File: src/rtl/md_hazard_ctrl.sv
// md_hazard_ctrl: issue gate and hazard controller in front of the
// multiply/divide unit. It squashes the E-stage HI/LO op on Req, mirrors md's
// busy window with its own countdown, and stalls D for any HI/LO user while
// md is occupied. It also keeps a sticky protocol-error flag and a saturating
// stall-cycle counter.
module md_hazard_ctrl #(
  parameter int MULT_CYCLES = 5,
  parameter int DIV_CYCLES  = 10,
  parameter int CNT_W       = 32
) (
  input  logic             clk,
  input  logic             reset,
  input  logic             Req,
  input  logic             E_valid,
  input  logic [3:0]       E_HILOtype,
  input  logic [3:0]       D_HILOtype,
  output logic [3:0]       md_HILOtype,
  output logic             stall_D,
  output logic             md_busy,
  output logic [3:0]       md_cnt,
  output logic             err,
  output logic [CNT_W-1:0] stall_cycles
);

  // hilo_* codes shared with md (constants.v)
  localparam logic [3:0] HILO_NONE  = 4'd0;
  localparam logic [3:0] HILO_MULT  = 4'd1;
  localparam logic [3:0] HILO_MULTU = 4'd2;
  localparam logic [3:0] HILO_DIV   = 4'd3;
  localparam logic [3:0] HILO_DIVU  = 4'd4;
  localparam logic [3:0] HILO_MFHI  = 4'd5;
  localparam logic [3:0] HILO_MFLO  = 4'd6;
  localparam logic [3:0] HILO_MTHI  = 4'd7;
  localparam logic [3:0] HILO_MTLO  = 4'd8;
  localparam logic [3:0] HILO_MADD  = 4'd9;
  localparam logic [3:0] HILO_MADDU = 4'd10;
  localparam logic [3:0] HILO_MSUB  = 4'd11;
  localparam logic [3:0] HILO_MSUBU = 4'd12;

  localparam logic [0:0] S_IDLE = 1'b0;
  localparam logic [0:0] S_BUSY = 1'b1;

  localparam logic [3:0]       MULT_LOAD = 4'(MULT_CYCLES);
  localparam logic [3:0]       DIV_LOAD  = 4'(DIV_CYCLES);
  localparam logic [CNT_W-1:0] CNT_ONE   = {{(CNT_W-1){1'b0}}, 1'b1};

  function automatic logic is_div(input logic [3:0] t);
    return (t == HILO_DIV) || (t == HILO_DIVU);
  endfunction

  function automatic logic is_start(input logic [3:0] t);
    return is_div(t) || (t == HILO_MULT) || (t == HILO_MULTU) ||
           (t == HILO_MADD) || (t == HILO_MADDU) ||
           (t == HILO_MSUB) || (t == HILO_MSUBU);
  endfunction

  function automatic logic is_access(input logic [3:0] t);
    return (t == HILO_MFHI) || (t == HILO_MFLO) ||
           (t == HILO_MTHI) || (t == HILO_MTLO);
  endfunction

  logic [0:0] state;
  logic       e_start;
  logic       issue;

  // Squash the E-stage op on bubbles and on exception/interrupt entry.
  always_comb begin
    // NOTE: every combinational output gets a default first so no path can
    // leave it unassigned and infer a latch.
    md_HILOtype = HILO_NONE;
    if (E_valid && !Req) md_HILOtype = E_HILOtype;
  end

  assign e_start = is_start(md_HILOtype);
  assign issue   = e_start && (state == S_IDLE);
  assign md_busy = (state == S_BUSY);
  assign stall_D = (is_start(D_HILOtype) || is_access(D_HILOtype)) &&
                   (e_start || md_busy);

  // Busy countdown: load on issue, count down to 1, then return to idle on
  // the edge where md commits HI/LO. In-flight ops survive Req.
  always_ff @(posedge clk) begin
    // NOTE: sequential state uses non-blocking assignments so every flop
    // samples pre-edge values regardless of statement order.
    if (reset) begin
      state  <= S_IDLE;
      md_cnt <= 4'd0;
    end else begin
      case (state)
        S_IDLE: begin
          if (issue) begin
            state  <= S_BUSY;
            md_cnt <= is_div(md_HILOtype) ? DIV_LOAD : MULT_LOAD;
          end
        end
        default: begin
          if (md_cnt > 4'd1) begin
            md_cnt <= md_cnt - 4'd1;
          end else begin
            state  <= S_IDLE;
            md_cnt <= 4'd0;
          end
        end
      endcase
    end
  end

  // Sticky flag: a START reached md while it was still busy.
  always_ff @(posedge clk) begin
    if (reset)                     err <= 1'b0;
    else if (e_start && md_busy)   err <= 1'b1;
  end

  // Saturating count of stalled D cycles.
  always_ff @(posedge clk) begin
    if (reset)                          stall_cycles <= '0;
    else if (stall_D && !(&stall_cycles)) stall_cycles <= stall_cycles + CNT_ONE;
  end

endmodule

File: config.mk
export PLATFORM = sky130hd
export DESIGN_NAME = md_hazard_ctrl
export DESIGN_NICKNAME = d
export VERILOG_FILES = /design/src/rtl/md_hazard_ctrl.sv
export SDC_FILE = /design/constraint.sdc
export NUM_CORES = 1
export LEC_CHECK = 0
export CAP_MARGIN = 5
export CORE_UTILIZATION = 49
export DETAILED_ROUTE_END_ITERATION = 10
export GPL_TIMING_DRIVEN = 0
export HOLD_SLACK_MARGIN = 0.05
export MAX_ROUTING_LAYER = met4
export PLACE_DENSITY = 0.8
export SYNTH_ARGS = -nofsm -noshare
export SYNTH_HDL_FRONTEND = slang
export SYNTH_SLANG_ARGS = --single-unit
export TNS_END_PERCENT = 20
File: constraint.sdc
create_clock -name clk -period 2.4 [get_ports clk]
set_clock_uncertainty 0.15 [all_clocks]
set_input_delay 0.48 -clock clk [delete_from_list [all_inputs] [get_ports clk]]
set_output_delay 0.48 -clock clk [all_outputs]
set_load 0.02 [all_outputs]
==> run metrics <==
area of the die=0.00470 mm^2; leakage power=0.00107 uW; post-DP HPWL=3.84 mm; H-tree depth=2; final period utilization=98.0%; syn_nets=278; First DRT Iteration DRCs=219; Die X=68.5 um; Power Density=433 mW/mm^2; Tmin final=2.35 ns; pin count of the biggest net entering global routing=18; synthesized area=0.00217 mm^2; sequential share of the synthesized area=35.1%; worst path bufs/invs=4; crit end category=output pin; leading cell type in the layout, fill and taps excluded=clkdlybuf4s50_1; post-route ant nets=0; TritonCTS clock tree=done; register-to-register setup slack=0.11 ns; Synth Register Bits=38; Post-Syn Instances=263; drt pass-1 iters=4; FF-to-FF End=stall_cycles[21]; crit path max fanout=8; Clock Path Buffers=2; layout cells sized above 1=15.9%; count of different cell masters after synthesis=45; Synth area leaders=dfxtp_1 35%, a21oi_1 7.4%, o31ai_1 6.2%; FMAX=425 MHz; commonest cells after routing, fill and taps aside=43 x clkdlybuf4s50_1, 34 x dfxtp_1, 32 x a21oi_1, 18 x o31ai_1, 17 x or4_1; Hold Path Depth=2; Vias per Instance=6.04; hold endpoint=err; Post-Layout Cell Count=384; crit path DAT=1.72 ns; Core ar.=0.00412 mm^2; initial antenna violation count=0; RSZ-0062 raised after global routing=yes; Final Hold Viols=0; first-pass GRT wire length=9.07 mm; pre-CTS setup slack=-1.23 ns; clk_lat worst skew=0.30 ns; Setup violations, final=0; Residual DRC=0; total global routing overflow=0; CP Cell Sequence=clkdlybuf4s15_1 -> or3_4 -> a31o_4 -> nand2_4 -> buf_8 -> inv_2 -> buf_6; Routed WL per cell=14.8 um; CTS Buf Count=5; Via Count=2,319; critical path class=in2out; Final Max Tran Viols=0; clock transition at the registers of the reported paths=0.07 ns; Final Wtd Congestion=0.858; Finished Core Util=74.0%; die height=68.5 um; number of global-route vias before repair=2,039; Slew headroom=64.0%; routed wire length=5.68 mm; placed cell areas=0.00277 mm^2; FP Rows=23; Worst Setup Start Kind=input pin; reg2reg start=stall_cycles[3]; final instance area=0.00305 mm^2; YS warnings=0; worst slew pin tran=0.536 ns; placed insts=367; # clock sinks=38; CP top delay family=buffers and inverters; area grow syn2layout=40.4%; total global-route track usage=26.4%; max incr delay on CP=0.37 ns; area leader, netlist=dfxtp_1; Starting Density=52.7%; MaxCap Viol Count=0; total I/O pin count=55; clock root cell=clkbuf_8; CP max-delay cell=or3_4; Port Buffers=54; Total Nets Final=348; Mean Syn Cell Area=8.25 um^2; worst min-delay path class=reg2reg; Hold Startpoint=err; status=finished clean; Critical Path RT=1.77 ns; Synth top area share=35.1%; setup ws final=0.0469 ns; Reg2Reg Depth=7; setup TNS=0 ns; peak supply drop=315 uV; n_diodes=0
routing by layer:
| layer | vias up | part of all wire, % | global-route usage [%] |
|---|---|---|---|
| met4 | 0 | 1.1 | 10.7 |
| met5 | - | 0 | - |
| met1 | 1083 | 45 | 32.9 |
| met2 | 69 | 49 | 42.4 |
| met3 | 7 | 5.6 | 4.28 |
| li1 | 1160 | - | - |
cell families after synthesis:
group	after synthesis	synth area share [%]
simple gates	122	35.2
compound gates	78	21.9
mux	3	1.90
flops	38	35.1
fa+ha+maj	3	1.73
buf+inv	19	4.27
power breakdown:
| group | internal [uW] | total [uW] | switching, uW |
|---|---|---|---|
| Clock | 232 | 466 | 234 |
| Sequential | 641 | 657 | 16.7 |
| Combinational | 93.4 | 197 | 103 |
per-stage QoR:
stage	hold slack, ns	power (uW)
floorplan	0.410	768
global placement	0.313	840
detailed placement	0.323	842
CTS	0.342	1310
global route	0.360	1370
finish	0.330	1320
registers in the layout, summed over array words and instances, names as in the netlist:
signal,flops
stall_cycles,32
md_cnt,4
err,1
md_busy,1
layout make-up:
cell class / instances / area (um^2)
Sequential cell: 38 / 768
Fill cell: 330 / 1070
Buffer: 11 / 81.3
Inverter: 7 / 26.3
Multi-Input combinational cell: 206 / 1410
Timing Repair Buffer: 64 / 611
Clock buffer: 7 / 86.3
Clock inverter: 1 / 5.00
Tap cell: 50 / 62.6
cells in the mapped netlist:
cell type	instances
and4_1	3
dfxtp_1	38
a21o_1	2
or2_2	1
a21boi_0	2
o2111ai_1	1
nor4_1	2
and2b_1	1
o211a_1	1
mux2_4	2
nand4_2	2
or3_1	15
o21ai_1	6
and2_1	6
buf_2	5
o21bai_1	1
nand4bb_1	1
inv_1	7
o21ai_0	9
or4_1	17
o31ai_1	18
nor2_4	1
nor4_2	1
nor2b_1	3
nor3_1	10
nor3_2	1
and3_1	3
buf_6	2
nand4_4	1
a21oi_1	32
o211ai_1	1
a41oi_1	1
nor2_1	14
a31o_2	1
mux2_2	1
nand3_1	10
and3b_1	2
or3b_2	1
clkbuf_1	5
o21a_1	3
nor3_4	1
nand2_1	14
nand4_1	11
ha_1	3
nand2b_1	1
tightest hold or removal path, cell delays in order, from the launching register on:
cell,delay [ns]
dfxtp_1,0.33
a41oi_1,0.05
nor2_1,0.07
what timing repair did:
| item | 4_1_cts | 5_1_grt |
|---|---|---|
| gates cloned | 0 | 1 |
| endpoints found under the setup margin | 20 | 29 |
| resized for setup | 23 | 29 |
| hold buffers | 0 | 0 |
| pin swaps | 1 | 5 |
| setup buffers | 4 | 5 |
worst max-delay path by stage:
stage                             to     startpoint  cells past startpoint  slack, ns
floorplan                    stall_D  E_HILOtype[0]                      6       0.02
global placement             stall_D  E_HILOtype[0]                      8      -1.25
detailed placement           stall_D  E_HILOtype[0]                      8      -1.23
CTS                          stall_D            Req                      7      -0.06
global route        stall_cycles[12]        E_valid                      7      -0.01
finish                       stall_D  E_HILOtype[2]                      7       0.05
(Power assumes the default switching activity.)
